===== config.mk =====
export PLATFORM = sky130hd
export DESIGN_NAME = dbf_weight_seq_flat
export DESIGN_NICKNAME = d
export VERILOG_FILES = /design/src/rtl/dbf_pkg.sv /design/src/rtl/dbf_weight_seq_if.sv /design/src/rtl/dbf_mult_rs.sv /design/src/rtl/dbf_weight_seq.sv /design/src/flat_wrapper.sv
export SDC_FILE = /design/constraint.sdc
export NUM_CORES = 2
export LEC_CHECK = 0
export ABC_AREA = 1
export CORE_MARGIN = 1
export CORE_UTILIZATION = 69
export DETAILED_ROUTE_END_ITERATION = 8
export MAX_ROUTING_LAYER = met4
export PLACE_DENSITY = 0.84
export SLEW_MARGIN = 20
export SYNTH_ARGS = -nofsm -noshare
export SYNTH_HDL_FRONTEND = slang
export SYNTH_HIERARCHICAL = 1
export SYNTH_SLANG_ARGS = --single-unit

===== constraint.sdc =====
create_clock -name clk -period 82.2 [get_ports clk]
set_clock_uncertainty 0.15 [all_clocks]
set_input_delay 8.22 -clock clk [delete_from_list [all_inputs] [get_ports clk]]
set_output_delay 8.22 -clock clk [all_outputs]
set_load 0.03 [all_outputs]

===== src/rtl/dbf_pkg.sv =====
// Shared DBF types, constants and the product round/saturate helper.
// DBF_ROUND_EN selects round-half-up; otherwise the product is floored.
package dbf_pkg;

  localparam int unsigned DBF_DW     = 16;
  localparam int unsigned DBF_NUM_CH = 16;
  localparam int unsigned DBF_PW     = 2 * DBF_DW;

  typedef enum logic {
    IDLE = 1'b0,
    RUN  = 1'b1
  } state_t;

  typedef struct packed {
    logic signed [DBF_DW-1:0] amp;
    logic signed [DBF_DW-1:0] re;
    logic signed [DBF_DW-1:0] im;
  } weight_t;

  localparam logic signed [DBF_DW-1:0] SAT_MAX = {1'b0, {(DBF_DW-1){1'b1}}};
  localparam logic signed [DBF_DW-1:0] SAT_MIN = {1'b1, {(DBF_DW-1){1'b0}}};

  // Q1 x Q2 product back to Q2: shift by DW-1, then clamp to the output range.
  function automatic logic signed [DBF_DW-1:0] sat_shift(input logic signed [DBF_PW-1:0] p);
    logic signed [DBF_PW:0] acc;
    acc = {p[DBF_PW-1], p};
`ifdef DBF_ROUND_EN
    acc = acc + (DBF_PW+1)'(2 ** (DBF_DW - 2));
`endif
    acc = acc >>> (DBF_DW - 1);
    if (acc > (DBF_PW+1)'(SAT_MAX)) return SAT_MAX;
    if (acc < (DBF_PW+1)'(SAT_MIN)) return SAT_MIN;
    return acc[DBF_DW-1:0];
  endfunction

endpackage


===== src/rtl/dbf_weight_seq_if.sv =====
// Table-write, control and weight-stream signals of dbf_weight_seq.
// master = weight generator side, slave = host / beamformer side.
interface dbf_weight_seq_if
  import dbf_pkg::*;
#(
  parameter int unsigned NUM_CH = DBF_NUM_CH,
  parameter int unsigned DW     = DBF_DW
);
  localparam int unsigned CH_W = (NUM_CH > 1) ? $clog2(NUM_CH) : 1;

  logic            wr_en;
  logic [CH_W-1:0] wr_addr;
  logic [DW-1:0]   wr_amp;
  logic [DW-1:0]   wr_re;
  logic [DW-1:0]   wr_im;
  logic            wr_err;
  logic            start;
  logic            busy;
  logic            out_valid;
  logic            out_ready;
  logic [CH_W-1:0] out_ch;
  logic            out_last;
  logic [DW-1:0]   out_re;
  logic [DW-1:0]   out_im;

  modport master (
    input  wr_en, wr_addr, wr_amp, wr_re, wr_im, start, out_ready,
    output wr_err, busy, out_valid, out_ch, out_last, out_re, out_im
  );

  modport slave (
    output wr_en, wr_addr, wr_amp, wr_re, wr_im, start, out_ready,
    input  wr_err, busy, out_valid, out_ch, out_last, out_re, out_im
  );

endinterface


===== src/rtl/dbf_mult_rs.sv =====
// One weight component: registered signed multiply (S1) then round/saturate (S2).
// Both stages advance only when en is high, so a downstream stall freezes them.
module dbf_mult_rs
  import dbf_pkg::*;
(
  input  logic                     clk,
  input  logic                     rst,
  input  logic                     en,
  input  logic signed [DBF_DW-1:0] a,
  input  logic signed [DBF_DW-1:0] b,
  output logic signed [DBF_DW-1:0] y
);

  logic signed [DBF_PW-1:0] prod;

  always_ff @(posedge clk or posedge rst) begin
    if (rst) begin
      prod <= '0;
      y    <= '0;
    end else if (en) begin
      prod <= DBF_PW'(a) * DBF_PW'(b);
      y    <= sat_shift(prod);
    end
  end

endmodule


===== src/rtl/dbf_weight_seq.sv =====
// DBF weight generator: per-channel (amp, cos, sin) table streamed as A*(re + j*im).
// Rounding is selected by the DBF_ROUND_EN macro (default: truncation).
module dbf_weight_seq
  import dbf_pkg::*;
#(
  parameter int unsigned NUM_CH = DBF_NUM_CH
) (
  input  logic             clk,
  input  logic             rst,
  dbf_weight_seq_if.master bus
);

  localparam int unsigned CH_W = (NUM_CH > 1) ? $clog2(NUM_CH) : 1;
  localparam int unsigned CW   = CH_W + 1;

  state_t                   state;
  logic                     busy_q;
  logic                     wr_err_q;
  logic [CW-1:0]            rd_cnt;
  weight_t                  table_q [NUM_CH];

  logic                     stall;
  logic                     adv;
  logic                     issue;
  logic                     wr_ok;
  logic                     start_ok;
  logic                     last_hs;
  logic [CH_W-1:0]          rd_idx;

  logic                     s0_valid;
  logic                     s0_last;
  logic [CH_W-1:0]          s0_ch;
  weight_t                  s0_w;
  logic                     s1_valid;
  logic                     s1_last;
  logic [CH_W-1:0]          s1_ch;
  logic                     out_valid_q;
  logic                     out_last_q;
  logic [CH_W-1:0]          out_ch_q;
  logic signed [DBF_DW-1:0] re_y;
  logic signed [DBF_DW-1:0] im_y;

  // Stall and handshake qualifiers shared by FSM, table and pipeline.
  always_comb begin
    stall    = out_valid_q && !bus.out_ready;
    adv      = !stall;
    issue    = (state == RUN) && (rd_cnt < CW'(NUM_CH));
    rd_idx   = issue ? rd_cnt[CH_W-1:0] : '0;
    wr_ok    = bus.wr_en && !busy_q && (CW'(bus.wr_addr) < CW'(NUM_CH));
    start_ok = bus.start && !busy_q;
    last_hs  = out_valid_q && bus.out_ready && out_last_q;
  end

  // Sweep control: one pass of the read counter per accepted start.
  always_ff @(posedge clk or posedge rst) begin
    if (rst) begin
      state    <= IDLE;
      busy_q   <= 1'b0;
      rd_cnt   <= '0;
      wr_err_q <= 1'b0;
    end else begin
      wr_err_q <= bus.wr_en && !wr_ok;
      case (state)
        IDLE: begin
          if (start_ok) begin
            state  <= RUN;
            busy_q <= 1'b1;
            rd_cnt <= '0;
          end
        end
        RUN: begin
          if (issue && adv) rd_cnt <= rd_cnt + CW'(1);
          if (last_hs) begin
            state  <= IDLE;
            busy_q <= 1'b0;
          end
        end
        default: state <= IDLE;
      endcase
    end
  end

  // Weight table; a write in the start cycle lands before the first read.
  always_ff @(posedge clk or posedge rst) begin
    if (rst) begin
      for (int i = 0; i < int'(NUM_CH); i++) table_q[i] <= '0;
    end else if (wr_ok) begin
      table_q[bus.wr_addr] <= '{amp: bus.wr_amp, re: bus.wr_re, im: bus.wr_im};
    end
  end

  // S0 read plus the side-band (valid/ch/last) that travels with S1 and S2.
  always_ff @(posedge clk or posedge rst) begin
    if (rst) begin
      s0_valid    <= 1'b0;
      s0_last     <= 1'b0;
      s0_ch       <= '0;
      s0_w        <= '0;
      s1_valid    <= 1'b0;
      s1_last     <= 1'b0;
      s1_ch       <= '0;
      out_valid_q <= 1'b0;
      out_last_q  <= 1'b0;
      out_ch_q    <= '0;
    end else if (adv) begin
      s0_valid    <= issue;
      s0_last     <= issue && (rd_cnt == CW'(NUM_CH - 1));
      s0_ch       <= rd_idx;
      s0_w        <= table_q[rd_idx];
      s1_valid    <= s0_valid;
      s1_last     <= s0_last;
      s1_ch       <= s0_ch;
      out_valid_q <= s1_valid;
      out_last_q  <= s1_last;
      out_ch_q    <= s1_ch;
    end
  end

  dbf_mult_rs u_mul_re (
    .clk (clk),
    .rst (rst),
    .en  (adv),
    .a   (s0_w.amp),
    .b   (s0_w.re),
    .y   (re_y)
  );

  dbf_mult_rs u_mul_im (
    .clk (clk),
    .rst (rst),
    .en  (adv),
    .a   (s0_w.amp),
    .b   (s0_w.im),
    .y   (im_y)
  );

  assign bus.wr_err    = wr_err_q;
  assign bus.busy      = busy_q;
  assign bus.out_valid = out_valid_q;
  assign bus.out_ch    = out_ch_q;
  assign bus.out_last  = out_last_q;
  assign bus.out_re    = re_y;
  assign bus.out_im    = im_y;

endmodule


===== src/flat_wrapper.sv =====
// flat-port wrapper written by rule: the top's interface ports become plain ports
module dbf_weight_seq_flat import dbf_pkg::*;
#(
  parameter int unsigned NUM_CH = DBF_NUM_CH
)
  (clk, rst, bus_wr_en, bus_wr_addr, bus_wr_amp, bus_wr_re, bus_wr_im, bus_start, bus_out_ready, bus_wr_err, bus_busy, bus_out_valid, bus_out_ch, bus_out_last, bus_out_re, bus_out_im);
  dbf_weight_seq_if #(.NUM_CH(NUM_CH), .DW(16)) bus_i ();
  input  logic clk;
  input  logic rst;
  input wire logic [$bits(bus_i.wr_en)-1:0] bus_wr_en;
  input wire logic [$bits(bus_i.wr_addr)-1:0] bus_wr_addr;
  input wire logic [$bits(bus_i.wr_amp)-1:0] bus_wr_amp;
  input wire logic [$bits(bus_i.wr_re)-1:0] bus_wr_re;
  input wire logic [$bits(bus_i.wr_im)-1:0] bus_wr_im;
  input wire logic [$bits(bus_i.start)-1:0] bus_start;
  input wire logic [$bits(bus_i.out_ready)-1:0] bus_out_ready;
  output wire logic [$bits(bus_i.wr_err)-1:0] bus_wr_err;
  output wire logic [$bits(bus_i.busy)-1:0] bus_busy;
  output wire logic [$bits(bus_i.out_valid)-1:0] bus_out_valid;
  output wire logic [$bits(bus_i.out_ch)-1:0] bus_out_ch;
  output wire logic [$bits(bus_i.out_last)-1:0] bus_out_last;
  output wire logic [$bits(bus_i.out_re)-1:0] bus_out_re;
  output wire logic [$bits(bus_i.out_im)-1:0] bus_out_im;
  assign bus_i.wr_en = bus_wr_en;
  assign bus_i.wr_addr = bus_wr_addr;
  assign bus_i.wr_amp = bus_wr_amp;
  assign bus_i.wr_re = bus_wr_re;
  assign bus_i.wr_im = bus_wr_im;
  assign bus_i.start = bus_start;
  assign bus_i.out_ready = bus_out_ready;
  assign bus_wr_err = bus_i.wr_err;
  assign bus_busy = bus_i.busy;
  assign bus_out_valid = bus_i.out_valid;
  assign bus_out_ch = bus_i.out_ch;
  assign bus_out_last = bus_i.out_last;
  assign bus_out_re = bus_i.out_re;
  assign bus_out_im = bus_i.out_im;
  dbf_weight_seq #(.NUM_CH(NUM_CH)) u_core (.clk(clk), .rst(rst), .bus(bus_i));
endmodule

==> Word level (Yosys, flattened, before mapping) <==
Cells that the tools add are included.
{ "word_totals": {"mem_count": 0, "mem_bits_ro": 0, "mem_bits_rw": 0, "regBits": 938, "latch_bits": 0, "output_inout_bits": 40, "inputBits": 57, "word_cells": 136} }
{ "classes": {"muxes": 34, "shifts": 0, "n_reduce_logical": 16, "bitwise": 3, "add_sub_neg": 1, "eq_ne": 4, "n_div": 0, "n_mul": 2, "n_lt_le_gt_ge": 8} }
{ "ops": {"columns": ["cell", "count"], "rows": [
  ["$bwmux W768", 1],
  ["$bmux W48 S4", 1],
  ["$demux W48 S4", 1],
  ["$mux W48", 3],
  ["$mux W16", 8],
  ["$mul A16 B16 Y32", 2],
  ["$gt A17 B16 Y1 const B", 2],
  ["$lt A17 B16 Y1 const B", 2],
  ["$mux W1", 14],
  ["$ge A5 B5 Y1 const B", 2],
  ["$logic_and A1 B1 Y1", 10],
  ["$mux W5", 2],
  ["$not A4 Y5", 2],
  ["$pmux W5 S2", 1],
  ["$add A5 B1 Y5 const B", 1],
  ["$eq A5 B4 Y1 const B", 1],
  ["$lt A5 B1 Y1 const B", 1],
  ["$lt A5 B5 Y1 const B", 1],
  ["$logic_not A1 Y1", 4],
  ["$mux W4", 1],
  ["$ne A2 B2 Y1 const B", 2],
  ["$pmux W1 S2", 2],
  ["$reduce_and A2 Y1", 2],
  ["$ne A2 B1 Y1 const B", 1],
  ["$not A1 Y1", 1]
]} }

==> Longest topological paths before layout <==
{ "logic_depth": {"ltp_word": 7, "depth_mapped": 30, "depth_no_buf": 28} }

==> By module <==
Netlist, hierarchy kept.
{ "modules_own_cells": {"columns": ["mod", "area_each_um2", "cells_each", "seq_area_each_um2", "n_inst"], "rows": [
  ["dbf_weight_seq", 39890.8, 5252, 21070.2, 1],
  ["dbf_mult_rs at u_core.u_mul_im", 12019.0, 1630, 825.8, 1],
  ["dbf_mult_rs at u_core.u_mul_re", 11845.1, 1582, 825.8, 1]
]} }

==> Worst setup path after synthesis <==
Ideal clock, no wire load.
{ "synth_timing": {"path_type": "input to register", "from": "in bus_out_ready", "to": "reg u_core.u_mul_im.prod[15]", "setup_ns": 0.078, "required_ns": 81.972, "stages": 8, "setup_slack_ns": 72.276, "arrival_ns": 9.696, "path_buffers": 3, "cell_sequence": "nor2_1 > clkinv_1 > clkbuf_1 > clkbuf_1 > clkinv_1 > clkbuf_1 > nand2_1 > o21ai_1"} }
{ "synth_via": {"elab_chain_len": 2} }
{ "synth_rtl": {"columns": ["item", "line_no", "text"], "rows": [
  ["from (decl)", "flat_wrapper.sv:16", "input wire logic [$bits(bus_i.out_ready)-1:0] bus_out_ready;"],
  ["$logic_not A1 Y1", "dbf_weight_seq.sv:45", "stall = out_valid_q && !bus.out_ready;"],
  ["$logic_and A1 B1 Y1", "dbf_weight_seq.sv:45", null],
  ["to (signal assigned)", "dbf_mult_rs.sv:21", "prod <= DBF_PW'(a) * DBF_PW'(b);"],
  ["to (decl)", "dbf_mult_rs.sv:14", "logic signed [DBF_PW-1:0] prod;"]
]} }
No other way between the ends.
A chain may end at the register's enable or synchronous reset.

==> impl_results.md <==
* Critical path's largest stage delay at 0.78 ns
* Total power draw at 898 uW
* Post-CTS setup buffer count at 0
* XOR/XNOR Fraction of Synth Area at 0.206%
* Placed Cells at 9,272
* Tightest Hold Check Type: reg -> reg
* Worst Path Required at 82.76 ns
* DRC violations left at 0
* Initial antenna violation count at 1
* Commonest non-fill, non-tap cell in the layout: sky130_fd_sc_hd__nand2_1
* Mux contribution to synthesized area at 0%
* Max Clock Freq at 85.6 MHz
* Inserted Clock Buffers at 93
* Net count reported at finish at 8,921
* Cell at the root of the clock tree: sky130_fd_sc_hd__clkbuf_16
* Fraction of the mapped netlist area in compound gates at 7.64%
* Clk slew on worst S/H paths at 0.06 ns
* Library cell appearing most often on the critical path: sky130_fd_sc_hd__buf_12
* Largest fanout on the critical path at 186
* WL per Instance at 17.7 um
* Count of final hold-check violations at 0
* Cell area after layout at 67,800 um2
* GRT Residual Overflow at 0
* Yosys warns at 6
* Full die area at 93,600 um2
* Iter 0 DRT Violations at 6,325
* Combinational family with the most area after synthesis: simple AND/OR/NAND/NOR gates
* Transition at the pin with the smallest max-transition slack at 1.19 ns
* Total routing resource utilization after global routing at 37.6%
* Outcome: complete, no violations
* Sum of negative setup slack at 0 ns
* Signed area change from the synthesized netlist to the final layout at 6.33%
* Global placement routability congestion at 0.965
* Worst Setup End Kind: async pin
* Chip height at 306 um
* Power per Cell Area at 13.2 nW/um2
* Placed standard-cell area at 64,600 um2
* Minimum hold slack at 0.322 ns
* Critical path type: in -> async
* First-pass iteration count of the detailed router at 7
* Post-synthesis cell area at 63,800 um2
* Per-cell via count in the routed design at 5.72
* Number of levels in the clock H-tree at 3
* Sequential area share after synthesis at 35.6%
* Worst EP arrival at 12.25 ns
* Unrepaired setup endpoints after global routing: false
* Pin count of the biggest net entering global routing at 208
* Distinct cell type count of the synthesized netlist at 37
* Commonest non-fill, non-tap cells in the layout: 2,387 x sky130_fd_sc_hd__nand2_1, 1,594 x sky130_fd_sc_hd__inv_1, 906 x sky130_fd_sc_hd__dfrtp_1
* Max-slew violation count at 0
* Fraction of the mapped netlist area in adder cells at 19.5%
* Max-cap check violation count at 0
* Routed via count at 54,000
* Vias in the first global route at 53,700
* Crit start category: input pin
* Die extent in x at 306 um
* HPWL Detailed at 101 mm
* Mapped Cells at 8,464
* Period minus WS final at 11.69 ns
* Flip-flop and latch count after synthesis at 908
* Slew HR at 20.4%
* Number of gates resized after cts at 0
* Final setup vio count at 0
* Net count of the mapped netlist at 9,203
* Total length of routed wires at 167 mm
* Initial core utilization at 69.7%
* Core Footprint at 91,500 um2
* Fraction of layout cells with a size suffix above 1 at 3.31%
* Per-instance average area after synthesis at 7.53 um2
* Antenna Violating Nets Remaining at 0
* Row Count at 111
* Synthesized-area fraction occupied by and/or/nand/nor cells at 24.0%
* Largest voltage drop on the vdd net at 0.0189 mV
* Cell Count, Final, Fillers Out at 9,440
* Worst-case clock buffer depth at 3
* Boundary pin count at 97
* CTS tree: yes
* Global-route wire length before repair at 274 mm
* Final cycle utilization of the critical path at 14.2%
* CP cell instances: clkdlybuf4s50_1, inv_8, buf_12, buf_12, buf_4
* Number of clock sinks at 908
* Leakage Power at 35.8 nW
* Port Buffer Count at 96
* Critical path's slowest cell: sky130_fd_sc_hd__buf_4
* Clock Latency Late Sink at 0.69 ns
* Count of hold buffers inserted by post-cts repair at 0
-- power by group --
group | internal [mW] | leakage (nW) | switching (mW)
clock network | 0.245 | 1.53 | 0.182
logic | 0.00431 | 21.6 | 0.0194
registers | 0.447 | 12.7 | 0.000425
total | 0.696 | 35.8 | 0.202
-- cell families after synthesis --
family	after synthesis
adder cells (fa/ha/maj)	682
XOR/XNOR	15
flip-flops	908
AND/OR/NAND/NOR	3753
AO/OA/AOI/OAI	965
buffers and inverters	2141
-- synthesized netlist by cell type (all sizes together) --
cell type  count  share of area [%]
clkinv         3              0.018
xnor2          8               0.11
xor2           7              0.096
nor2         539                3.2
nand2       2413                 14
nand3b         4              0.047
ha           160                3.1
a21oi         57               0.45
nor3b          4              0.055
o21ai        889                7.0
clkbuf       336                2.0
o21bai        13               0.15
fa           522                 16
dfrtp        908                 36
o22ai          1             0.0098
a31oi          4              0.039
inv         1606                9.5
a22o           1              0.014
or2            9              0.088
nand3        709                5.6
nand2b         1             0.0098
nand4         55               0.54
buf          196                1.6
and3           2              0.020
nor3          17               0.16
-- final timing paths --
kind	start	cells past startpoint	slack, ns	endpoint
min in group asynchronous	rst	3	8.13	u_core/u_mul_re/y[15]
worst max-delay path	rst	5	70.51	u_core/table_q[293]
worst max register to register	u_core/s0_w[20]	19	75.60	u_core/u_mul_re/prod[28]
max in group clk	bus_out_ready	8	70.98	u_core/u_mul_re/y[8]
worst min-delay path	u_core/s1_ch[0]	2	0.32	u_core/bus.out_ch[0]
worst min register to register	u_core/s1_ch[0]	2	0.32	u_core/bus.out_ch[0]
-- per-layer routing --
| metal | vias to the layer above | track usage [%] | share of wire, % |
|---|---|---|---|
| met3 | 514 | 7.15 | 9.9 |
| met2 | 2791 | 59.5 | 47 |
| met1 | 25900 | 48.8 | 40 |
| met5 | - | - | 0 |
| met4 | 0 | 13.4 | 3.5 |
| li1 | 24800 | - | - |
-- flip-flops by register name, indices dropped and copies added (netlist names), 4 cells and up --
register,flops
u_core/table_q,768
u_core/u_mul_im/prod,17
u_core/s0_ch,4
u_core/u_mul_re/y,16
u_core/s0_w,48
u_core/u_mul_re/prod,17
u_core/bus.out_ch,4
u_core/s1_ch,4
u_core/rd_cnt,5
u_core/u_mul_im/y,16
-- stage by stage --
| stage | util (%) | worst slack, ns |
|---|---|---|
| final | 74.1 | 70.51 |
| after global routing | 74.1 | 70.05 |
| after CTS | 74.0 | 70.52 |
| after detailed placement | 70.6 | 69.81 |
| after global placement | 70.6 | 69.82 |
| after floorplan | - | 50.17 |
-- worst max-delay path, delay by kind of cell --
family	cells	cell delay (ns)
buf+inv	5	3.45
-- area by class of cell --
| type | instances | area [um2] |
|---|---|---|
| multi-input combinational | 5415 | 32900 |
| antenna | 1 | 2.50 |
| timing repair buffer | 155 | 1500 |
| clock inverter | 32 | 360 |
| inverter | 1609 | 6050 |
| fill | 6793 | 23700 |
| tap | 1186 | 1480 |
| sequential | 908 | 22700 |
| clock buffer | 134 | 2740 |
(Power assumes the default switching activity.)
